===== src/rtl/nes_ram_access_arbiter_if.sv =====
// Bus bundle for nes_ram_access_arbiter.
// Carries the three requester channels, the single-port RAM channel and the
// status outputs used by the NIOS PIO inputs.
//   slave  : the arbiter side (takes requests and RAM read data; drives
//            grants, completions, RAM controls and status)
//   master : requesters and the RAM model (the opposite directions)
interface nes_ram_access_arbiter_if #(
  parameter int ADDR_W = 24,
  parameter int DATA_W = 8
);
  logic [2:0]        req;
  logic [2:0]        we;
  logic [ADDR_W-1:0] addr0;
  logic [ADDR_W-1:0] addr1;
  logic [ADDR_W-1:0] addr2;
  logic [DATA_W-1:0] wdata0;
  logic [DATA_W-1:0] wdata1;
  logic [DATA_W-1:0] wdata2;
  logic [2:0]        gnt;
  logic [2:0]        done;
  logic [DATA_W-1:0] rdata;
  logic              ram_en;
  logic              ram_we;
  logic [ADDR_W-1:0] ram_addr;
  logic [DATA_W-1:0] ram_wdata;
  logic [DATA_W-1:0] ram_rdata;
  logic              busy;
  logic [1:0]        cur_owner;
  logic [ADDR_W-1:0] cur_addr;

  modport slave (
    input  req, we, addr0, addr1, addr2, wdata0, wdata1, wdata2, ram_rdata,
    output gnt, done, rdata, ram_en, ram_we, ram_addr, ram_wdata,
           busy, cur_owner, cur_addr
  );

  modport master (
    output req, we, addr0, addr1, addr2, wdata0, wdata1, wdata2, ram_rdata,
    input  gnt, done, rdata, ram_en, ram_we, ram_addr, ram_wdata,
           busy, cur_owner, cur_addr
  );
endinterface


===== src/rtl/nes_ram_access_arbiter.sv =====
// Round-robin arbiter sharing one single-port RAM between three requesters
// (0 = PPU fetch, 1 = 6502 CPU bus, 2 = NIOS loader/debug), one access in
// flight at a time. All outputs are registered.
// Ports:
//   clk   : system clock, rising edge
//   reset : asynchronous, active-high
//   bus   : nes_ram_access_arbiter_if.slave -- req/we/addrN/wdataN in,
//           gnt/done pulses, rdata, RAM en/we/addr/wdata out, ram_rdata in,
//           busy/cur_owner/cur_addr status out
// RD_LAT: RAM read latency in cycles, legal range 1..7.
module nes_ram_access_arbiter #(
  parameter int ADDR_W = 24,
  parameter int DATA_W = 8,
  parameter int RD_LAT = 2
) (
  input  logic                    clk,
  input  logic                    reset,
  nes_ram_access_arbiter_if.slave bus
);

  typedef enum logic [1:0] {
    S_IDLE,
    S_ACCESS,
    S_WAIT
  } state_t;

  localparam logic [1:0] OWNER_NONE = 2'd3;

  state_t            r_state;
  logic [1:0]        r_last_gnt;
  logic [2:0]        r_cnt;
  logic [2:0]        r_gnt;
  logic [2:0]        r_done;
  logic [DATA_W-1:0] r_rdata;
  logic              r_ram_en;
  logic              r_ram_we;
  logic [ADDR_W-1:0] r_ram_addr;
  logic [DATA_W-1:0] r_ram_wdata;
  logic              r_busy;
  logic [1:0]        r_cur_owner;
  logic [ADDR_W-1:0] r_cur_addr;

  state_t            w_state_nxt;
  logic [1:0]        w_last_gnt_nxt;
  logic [2:0]        w_cnt_nxt;
  logic [2:0]        w_gnt_nxt;
  logic [2:0]        w_done_nxt;
  logic [DATA_W-1:0] w_rdata_nxt;
  logic              w_ram_en_nxt;
  logic              w_ram_we_nxt;
  logic [ADDR_W-1:0] w_ram_addr_nxt;
  logic [DATA_W-1:0] w_ram_wdata_nxt;
  logic              w_busy_nxt;
  logic [1:0]        w_cur_owner_nxt;
  logic [ADDR_W-1:0] w_cur_addr_nxt;

  logic              w_pick_vld;
  logic [1:0]        w_pick;
  logic [1:0]        w_cand;
  logic [ADDR_W-1:0] w_sel_addr;
  logic [DATA_W-1:0] w_sel_wdata;
  logic [2:0]        w_owner_oh;

  // Scan last_gnt+1, +2, +3 (mod 3); the first requesting index wins.
  always_comb begin
    w_pick_vld = 1'b0;
    w_pick     = 2'd0;
    w_cand     = 2'd0;
    for (int unsigned k = 1; k <= 3; k++) begin
      w_cand = 2'((32'(r_last_gnt) + k) % 3);
      if (!w_pick_vld && bus.req[w_cand]) begin
        w_pick_vld = 1'b1;
        w_pick     = w_cand;
      end
    end
  end

  always_comb begin
    w_sel_addr  = bus.addr2;
    w_sel_wdata = bus.wdata2;
    case (w_pick)
      2'd0:    begin w_sel_addr = bus.addr0; w_sel_wdata = bus.wdata0; end
      2'd1:    begin w_sel_addr = bus.addr1; w_sel_wdata = bus.wdata1; end
      default: begin w_sel_addr = bus.addr2; w_sel_wdata = bus.wdata2; end
    endcase
  end

  // cur_owner doubles as the in-flight requester index (never 3 while busy).
  assign w_owner_oh = 3'b001 << r_cur_owner;

  always_comb begin
    w_state_nxt     = r_state;
    w_last_gnt_nxt  = r_last_gnt;
    w_cnt_nxt       = r_cnt;
    w_gnt_nxt       = '0;
    w_done_nxt      = '0;
    w_rdata_nxt     = r_rdata;
    w_ram_en_nxt    = 1'b0;
    w_ram_we_nxt    = 1'b0;
    w_ram_addr_nxt  = r_ram_addr;
    w_ram_wdata_nxt = r_ram_wdata;
    w_busy_nxt      = r_busy;
    w_cur_owner_nxt = r_cur_owner;
    w_cur_addr_nxt  = r_cur_addr;
    case (r_state)
      S_IDLE: begin
        if (w_pick_vld) begin
          w_gnt_nxt       = 3'b001 << w_pick;
          w_ram_en_nxt    = 1'b1;
          w_ram_we_nxt    = bus.we[w_pick];
          w_ram_addr_nxt  = w_sel_addr;
          w_ram_wdata_nxt = w_sel_wdata;
          w_cur_addr_nxt  = w_sel_addr;
          w_cur_owner_nxt = w_pick;
          w_last_gnt_nxt  = w_pick;
          w_busy_nxt      = 1'b1;
          w_state_nxt     = S_ACCESS;
        end
      end
      S_ACCESS: begin
        // r_ram_we is still the granted access type during this cycle.
        if (r_ram_we) begin
          w_done_nxt      = w_owner_oh;
          w_cur_owner_nxt = OWNER_NONE;
          w_busy_nxt      = 1'b0;
          w_state_nxt     = S_IDLE;
        end else begin
          w_cnt_nxt   = 3'(RD_LAT - 1);
          w_state_nxt = S_WAIT;
        end
      end
      S_WAIT: begin
        if (r_cnt == '0) begin
          w_rdata_nxt     = bus.ram_rdata;
          w_done_nxt      = w_owner_oh;
          w_cur_owner_nxt = OWNER_NONE;
          w_busy_nxt      = 1'b0;
          w_state_nxt     = S_IDLE;
        end else begin
          w_cnt_nxt = r_cnt - 3'd1;
        end
      end
      default: w_state_nxt = S_IDLE;
    endcase
  end

  always_ff @(posedge clk or posedge reset) begin
    if (reset) begin
      r_state     <= S_IDLE;
      r_last_gnt  <= 2'd2;
      r_cnt       <= '0;
      r_gnt       <= '0;
      r_done      <= '0;
      r_rdata     <= '0;
      r_ram_en    <= 1'b0;
      r_ram_we    <= 1'b0;
      r_ram_addr  <= '0;
      r_ram_wdata <= '0;
      r_busy      <= 1'b0;
      r_cur_owner <= OWNER_NONE;
      r_cur_addr  <= '0;
    end else begin
      r_state     <= w_state_nxt;
      r_last_gnt  <= w_last_gnt_nxt;
      r_cnt       <= w_cnt_nxt;
      r_gnt       <= w_gnt_nxt;
      r_done      <= w_done_nxt;
      r_rdata     <= w_rdata_nxt;
      r_ram_en    <= w_ram_en_nxt;
      r_ram_we    <= w_ram_we_nxt;
      r_ram_addr  <= w_ram_addr_nxt;
      r_ram_wdata <= w_ram_wdata_nxt;
      r_busy      <= w_busy_nxt;
      r_cur_owner <= w_cur_owner_nxt;
      r_cur_addr  <= w_cur_addr_nxt;
    end
  end

  assign bus.gnt       = r_gnt;
  assign bus.done      = r_done;
  assign bus.rdata     = r_rdata;
  assign bus.ram_en    = r_ram_en;
  assign bus.ram_we    = r_ram_we;
  assign bus.ram_addr  = r_ram_addr;
  assign bus.ram_wdata = r_ram_wdata;
  assign bus.busy      = r_busy;
  assign bus.cur_owner = r_cur_owner;
  assign bus.cur_addr  = r_cur_addr;

endmodule


===== src/flat_wrapper.sv =====
// flat-port wrapper written by rule: the top's interface ports become plain ports
module nes_ram_access_arbiter_flat 
#(
  parameter int ADDR_W = 24,
  parameter int DATA_W = 8,
  parameter int RD_LAT = 2
)
  (clk, reset, bus_req, bus_we, bus_addr0, bus_addr1, bus_addr2, bus_wdata0, bus_wdata1, bus_wdata2, bus_ram_rdata, bus_gnt, bus_done, bus_rdata, bus_ram_en, bus_ram_we, bus_ram_addr, bus_ram_wdata, bus_busy, bus_cur_owner, bus_cur_addr);
  nes_ram_access_arbiter_if #(.ADDR_W(ADDR_W), .DATA_W(DATA_W)) bus_i ();
  input  logic clk;
  input  logic reset;
  input wire logic [$bits(bus_i.req)-1:0] bus_req;
  input wire logic [$bits(bus_i.we)-1:0] bus_we;
  input wire logic [$bits(bus_i.addr0)-1:0] bus_addr0;
  input wire logic [$bits(bus_i.addr1)-1:0] bus_addr1;
  input wire logic [$bits(bus_i.addr2)-1:0] bus_addr2;
  input wire logic [$bits(bus_i.wdata0)-1:0] bus_wdata0;
  input wire logic [$bits(bus_i.wdata1)-1:0] bus_wdata1;
  input wire logic [$bits(bus_i.wdata2)-1:0] bus_wdata2;
  input wire logic [$bits(bus_i.ram_rdata)-1:0] bus_ram_rdata;
  output wire logic [$bits(bus_i.gnt)-1:0] bus_gnt;
  output wire logic [$bits(bus_i.done)-1:0] bus_done;
  output wire logic [$bits(bus_i.rdata)-1:0] bus_rdata;
  output wire logic [$bits(bus_i.ram_en)-1:0] bus_ram_en;
  output wire logic [$bits(bus_i.ram_we)-1:0] bus_ram_we;
  output wire logic [$bits(bus_i.ram_addr)-1:0] bus_ram_addr;
  output wire logic [$bits(bus_i.ram_wdata)-1:0] bus_ram_wdata;
  output wire logic [$bits(bus_i.busy)-1:0] bus_busy;
  output wire logic [$bits(bus_i.cur_owner)-1:0] bus_cur_owner;
  output wire logic [$bits(bus_i.cur_addr)-1:0] bus_cur_addr;
  assign bus_i.req = bus_req;
  assign bus_i.we = bus_we;
  assign bus_i.addr0 = bus_addr0;
  assign bus_i.addr1 = bus_addr1;
  assign bus_i.addr2 = bus_addr2;
  assign bus_i.wdata0 = bus_wdata0;
  assign bus_i.wdata1 = bus_wdata1;
  assign bus_i.wdata2 = bus_wdata2;
  assign bus_i.ram_rdata = bus_ram_rdata;
  assign bus_gnt = bus_i.gnt;
  assign bus_done = bus_i.done;
  assign bus_rdata = bus_i.rdata;
  assign bus_ram_en = bus_i.ram_en;
  assign bus_ram_we = bus_i.ram_we;
  assign bus_ram_addr = bus_i.ram_addr;
  assign bus_ram_wdata = bus_i.ram_wdata;
  assign bus_busy = bus_i.busy;
  assign bus_cur_owner = bus_i.cur_owner;
  assign bus_cur_addr = bus_i.cur_addr;
  nes_ram_access_arbiter #(.ADDR_W(ADDR_W), .DATA_W(DATA_W), .RD_LAT(RD_LAT)) u_core (.clk(clk), .reset(reset), .bus(bus_i));
endmodule

===== config.mk =====
export PLATFORM = sky130hd
export DESIGN_NAME = nes_ram_access_arbiter_flat
export DESIGN_NICKNAME = d
export VERILOG_FILES = /design/src/rtl/nes_ram_access_arbiter_if.sv /design/src/rtl/nes_ram_access_arbiter.sv /design/src/flat_wrapper.sv
export SDC_FILE = /design/constraint.sdc
export NUM_CORES = 1
export LEC_CHECK = 0
export CORE_MARGIN = 4
export CORE_UTILIZATION = 36
export DETAILED_ROUTE_END_ITERATION = 16
export PLACE_DENSITY = 0.87
export SYNTH_ARGS = -nofsm -noshare
export SYNTH_HDL_FRONTEND = slang
export SYNTH_SLANG_ARGS = --single-unit

===== constraint.sdc =====
create_clock -name clk -period 2 [get_ports clk]
set_input_delay 0.4 -clock clk [delete_from_list [all_inputs] [get_ports clk]]
set_output_delay 0.4 -clock clk [all_outputs]
set_load 0.01 [all_outputs]

==> results of run 1 <==
[per-stage QoR]
stage          total power, mW  hold slack (ns)
2_1_floorplan             7.68            0.450
3_3_place_gp              10.6            0.462
3_5_place_dp              10.9            0.471
4_1_cts                   12.7            0.452
5_1_grt                   13.7            0.483
6_report                  12.9            0.439
[critical path: cells and delay by family (launching register included)]
family / cells / cell delay (ns)
AO/OA/AOI/OAI: 4 / 0.54
buffers and inverters: 4 / 0.56
adder cells (fa/ha/maj): 1 / 0.19
flip-flops: 1 / 0.58
AND/OR/NAND/NOR: 1 / 0.23
[report_power, final]
group / internal, mW / total (mW) / switching [mW]
clock network: 0.477 / 0.969 / 0.491
registers: 1.81 / 2.27 / 0.464
logic: 4.94 / 9.64 / 4.70
total: 7.23 / 12.9 / 5.66
[repair_timing]
item	CTS	global route
gates cloned	1	0
buffers inserted	6	1
pin swaps	16	12
setup endpoints to repair	40	43
resized for setup	28	9
endpoints found under the hold margin	0	0
[logic make-up (layout without fill, tap and decap cells)]
kind of cell / Yosys count / after routing / share of synthesized area
AO/OA/AOI/OAI: 90 / 90 / 0.252
adder cells (fa/ha/maj): 10 / 10 / 0.0348
buffers and inverters: 65 / 262 / 0.110
flip-flops: 58 / 58 / 0.404
multiplexers: 16 / 16 / 0.0504
AND/OR/NAND/NOR: 101 / 101 / 0.148
[routing by layer]
metal  up-vias  track usage
li1       1666            -
met1      1749        0.242
met2       192        0.397
met3        26       0.0585
met4         0       0.0821
met5         -            0
[flip-flops by register name, indices dropped and copies added (netlist names)]
signal / count
u_core.bus.gnt: 3
u_core.bus.ram_we: 1
u_core.bus.done: 3
u_core.bus.busy: 1
u_core.bus.ram_addr: 24
u_core.r_cnt: 3
u_core.r_state: 2
u_core.bus.cur_owner: 2
u_core.bus.ram_wdata: 8
u_core.bus.ram_en: 1
u_core.bus.rdata: 8
u_core.r_last_gnt: 2
[final cells by class]
type,count,area [um^2],share of cell area
inverters,12,45.0,0.00723
clock buffers,11,141,0.0227
repair buffers,234,2410,0.387
flip-flops and latches,58,1460,0.234
multi-input cells,217,1980,0.318
clock inverters,5,30.0,0.00482
well taps,133,166,0.0267
[placed cells by master (no fill, tap or decap), drive strengths merged, types with 2 or more instances in the layout]
master and n:
a21oi 4, a31oi 3, a32oi 33, and2 3, buf 48, clkbuf 11, clkdlybuf4s50 186, clkinv 3
clkinvlp 2, dfrtp 55, dfstp 3, ha 10, inv 12, mux2 11, mux2i 5, nand2 40
nand2b 4, nand3 2, nand3b 4, nand4 32, nor2 4, nor2b 4, nor3b 3, o211ai 34
o21ai 5, o221ai 3
[worst paths after layout]
path	slack, ns	to	from
min in group clk	0.48	u_core.r_cnt[2]$_DFFE_PP0P_	u_core.r_cnt[2]$_DFFE_PP0P_
max in group asynchronous	1.24	u_core.r_last_gnt[1]$_DFFE_PP1P_	reset
max	-0.26	u_core.bus.ram_addr[15]$_DFFE_PP0P_	u_core.r_last_gnt[1]$_DFFE_PP1P_
min reg2reg	0.48	u_core.r_cnt[2]$_DFFE_PP0P_	u_core.r_cnt[2]$_DFFE_PP0P_
max reg2reg	-0.26	u_core.bus.ram_addr[15]$_DFFE_PP0P_	u_core.r_last_gnt[1]$_DFFE_PP1P_
min	0.44	u_core.bus.ram_addr[9]$_DFFE_PP0P_	reset
==> results.cfg, run 1 <==
[run_status]
outcome = complete, but fails checks
failed_checks = setup timing

[sta]
hold_viol_final = 0
rsz0062_at_grt = true
relSlewSlack = 0.715
clock.fmax_mhz = 443
tightest_slew_ns = 0.427
min_period_ns = 2.26
finalSetupTns_ns = -8.30
setup_slack_ns = -0.259
finalSetupViolCount = 40
fin_crit_sh = 1.13
drv_slew = 0
fin_skew_ns = 0.0138

[flow_run]
drv_cap = 0

[placement]
place_area_um2 = 5790
dp_cells = 646
hpwl_mm = 9.38
routabilityCongestion = 0.842
pre_cts_slack_ns = -0.467
port_buffers = 186

[pwr]
power_density_nw_per_um2 = 2070
ir_drop_mv = 1.29
p_leak_nw = 2.46

[synthesis]
synth_area_leaders = dfrtp_1 38%, o211ai_2 11%, a32oi_1 7.8%
yosys.area.top_type = dfrtp_1
synth.top_cells.by_count = 55 x dfrtp_1, 40 x nand2_1, 32 x a32oi_1, 32 x nand4_1, 31 x o211ai_2
synth-seq-area-share = 0.404
yosysMostFrequentCell = dfrtp_1
ys_types = 44
yosys_register_bits = 58
yosys_warnings = 0
ys.flop_type = dfrtp_1
synthesis.nets = 462
async_flop_share = 1.00
yosysTopAreaCellShare = 0.382
syn_area_um2 = 3600
synth_edf_count = 0
syn_inst = 340
syn_avg_cell_area_um2 = 10.6

[global_route]
antenna_found_initial = 0
grt_remaining_overflow = 0
grt_max_degree = 59
grt_pass1_vias = 3997
grt.total_usage = 0.218
grt_pass1_wl_mm = 20.1

[critical_path]
path_cells = inv_2 > ha_4 > nand3b_1 > buf_4 > o211ai_4 > buf_6 > o21a_4 > o31a_4 > buf_12 > o211ai_2
crit_required_ns = 2.20
arrival_ns = 2.46
path_max_fanout = 15
cpMaxStageDelayCell = dfstp_2
critPathMaxStageDelay_ns = 0.58
critPathKind = reg -> reg
critPathLaunchType = flip-flop
rr_worst_depth = 10
crit_path_end_kind = flip-flop

[clock_tree]
cts_tree = done
cts.sinks = 58
clk-insertion-delay-late_ns = 0.33
cts_buffers = 9
root_buffer = clkbuf_8
hold_buffers = 0
htreeDepth = 3
clk_path_buf_depth = 2
clkTransAtPathRegs_ns = 0.08

[floorplanning]
initial_core_util = 0.368
pin_count = 187
rows = 36
die_w_um = 108
coreArea_um2 = 9770
die_area_um2 = 11700
die_height_um = 108

[layout]
final_cell_area_um2 = 6230
area_growth_syn_to_layout_pct = 73.2
n_fill_cell = 775
diodes = 0
post-route-util = 0.638
finalNetCount = 654
layoutNonFillerInstCount = 670
layout-drive-gt1-share = 0.263

[detailed_routing]
ant_nets = 0
wl_met1_mm = 4.82
top_layer_used = met4
viasPerCell = 5.42
wl_per_cell_um = 19.2
drc_errors = 0
dr_wl_met3_um = 979
drt-total-wl_mm = 12.9
met2_length_mm = 6.78
via_count = 3633
drt_first_pass_iters = 4
drt_iter0_markers = 150

[hold_path]
hold_class = in -> async
(Power assumes the default switching activity.)
==> inputs of run 2 (changes only) <==
CORE_ASPECT_RATIO = 1.4   (was unset)
==> results.cfg, run 2 (synthesis results as in run 1) <==
[run_status]
outcome = complete, but fails checks
failed_checks = setup timing

[sta]
tightest_slew_ns = 0.414
drv_slew = 0
hold_viol_final = 0
relSlewSlack = 0.723
setup_slack_ns = -0.347
min_period_ns = 2.35
fin_crit_sh = 1.17
finalSetupViolCount = 43
fin_skew_ns = 0.00764
rsz0062_at_grt = true
clock.fmax_mhz = 426

[clock_tree]
clk-insertion-delay-late_ns = 0.33
root_buffer = clkbuf_16
cts.sinks = 58
cts_tree = done
htreeDepth = 3
clk_path_buf_depth = 2
clkTransAtPathRegs_ns = 0.05
cts_buffers = 9

[layout]
layout-drive-gt1-share = 0.299
area_growth_syn_to_layout_pct = 80.4
mostFrequentLayoutCells = 186 x clkdlybuf4s50_1, 54 x dfrtp_1, 43 x buf_4, 32 x nand4_1, 30 x o211ai_2
largest_reg_flops = 24
final_cell_area_um2 = 6490
diodes = 0
finalNetCount = 668
layout_commonest_cell = clkdlybuf4s50_1
n_fill_cell = 697

[floorplanning]
pin_count = 187
initial_core_util = 0.374
coreArea_um2 = 9620
die_w_um = 92.5
die_height_um = 126
rows = 42
die_area_um2 = 11700

[global_route]
grt_pass1_wl_mm = 20.8
grt.total_usage = 0.225
grt_pass1_vias = 4101
grt_max_degree = 59
grt_remaining_overflow = 0
antenna_found_initial = 0

[placement]
hpwl_mm = 9.87
port_buffers = 186
routabilityCongestion = 0.861
place_area_um2 = 5860

[detailed_routing]
via_count = 3794
viasPerCell = 5.55
wl_per_cell_um = 20.0
drt_iter0_markers = 235
drc_errors = 0
drt_first_pass_iters = 5
ant_nets = 0
drt-total-wl_mm = 13.7

[critical_path]
arrival_ns = 2.54
path_max_fanout = 32
rr_worst_depth = 8
crit_required_ns = 2.19
critPathKind = reg -> reg
regToRegEndpoint = u_core.bus.ram_addr[8]$_DFFE_PP0P_
regToRegSetupSlack_ns = -0.35
crit_path_end_kind = flip-flop
critPathLaunchType = flip-flop
r2r-start = u_core.r_last_gnt[1]$_DFFE_PP1P_

[pwr]
power_density_nw_per_um2 = 2120
ir_drop_mv = 1.85
p_leak_nw = 2.62
p_total_mw = 13.8

[hold_path]
hold_class = in -> async

[flow_run]
drv_cap = 0
-- run 2: changes by cell type in the layout (fill, tap and decap cells not counted), moves of 2 or more --
| cell | previous run | this run |
|---|---|---|
| a31oi_1 | 0 | 2 |
| clkbuf_16 | 0 | 11 |
| nand2_4 | 0 | 5 |
| mux2_2 | 8 | 10 |
| nand2_1 | 40 | 28 |
| a31oi_2 | 2 | 0 |
| buf_4 | 25 | 43 |
| mux2_4 | 3 | 1 |
| clkinv_2 | 3 | 0 |
| buf_6 | 12 | 6 |
| nand2_2 | 0 | 7 |
| clkbuf_8 | 10 | 4 |
| clkinvlp_4 | 2 | 0 |
-- run 2: repair_timing --
item,4_1_cts,5_1_grt
pin swaps,1,2
gates resized for setup,12,28
setup buffers,8,3
gates cloned,0,3
hold buffers,0,0
setup endpoints to repair,44,44
-- run 2: worst max-delay path, cell delays in order (launching register included) --
cell and delay (ns):
dfstp_2 0.57, inv_2 0.07, ha_4 0.19, mux2i_4 0.25
o22ai_2 0.17, o211a_2 0.34, buf_12 0.19, a32oi_1 0.28
o211ai_2 0.14
-- run 2: worst max-delay path by stage --
stage	startpoint	end	slack [ns]	cells after the start
floorplan	u_core.r_last_gnt[1]$_DFFE_PP1P_	u_core.bus.ram_addr[10]$_DFFE_PP0P_	-0.13	8
detailed placement	bus_req[2]	u_core.bus.ram_addr[21]$_DFFE_PP0P_	-0.39	9
CTS	u_core.r_last_gnt[1]$_DFFE_PP1P_	u_core.bus.ram_addr[0]$_DFFE_PP0P_	-0.31	11
global placement	bus_req[2]	u_core.bus.ram_wdata[2]$_DFFE_PP0P_	-0.35	10
global route	u_core.r_last_gnt[1]$_DFFE_PP1P_	u_core.bus.ram_wdata[6]$_DFFE_PP0P_	-0.42	11
finish	u_core.r_last_gnt[1]$_DFFE_PP1P_	u_core.bus.ram_addr[8]$_DFFE_PP0P_	-0.35	8
-- run 2: per-layer routing --
layer / vias up / track usage / wire length [um]
met2: 227 / 0.416 / 7580
met5: - / 0 / 0
li1: 1686 / - / -
met3: 20 / 0.0563 / 1120
met1: 1861 / 0.252 / 4740
met4: 0 / 0.0647 / 214
-- run 2: report_power, final --
part           switching, mW  leakage [nW]  internal, mW
combinational           4.80          1.77          5.08
clock                  0.517         0.156          1.10
sequential             0.452         0.702          1.82
-- run 2: stage by stage --
step	utilization	hold slack, ns	setup slack [ns]	instances	TNS, ns
after CTS	0.655	0.459	-0.305	677	-11.16
final	0.675	0.448	-0.347	683	-11.88
after detailed placement	0.610	0.481	-0.391	653	-14.67
after global routing	0.675	0.488	-0.424	683	-16.10
after floorplan	-	0.450	-0.126	340	-4.14
after global placement	0.610	0.461	-0.350	653	-13.02
-- run 2: area by class of cell --
type                    count  area, um^2  share of cell area
clock buffers              15         288              0.0443
clock inverters             1        30.0             0.00463
inverters                  12        47.5             0.00733
multi-input cells         217        1990               0.306
flip-flops and latches     58        1460               0.224
well taps                 132         165              0.0254
repair buffers            248        2520               0.388
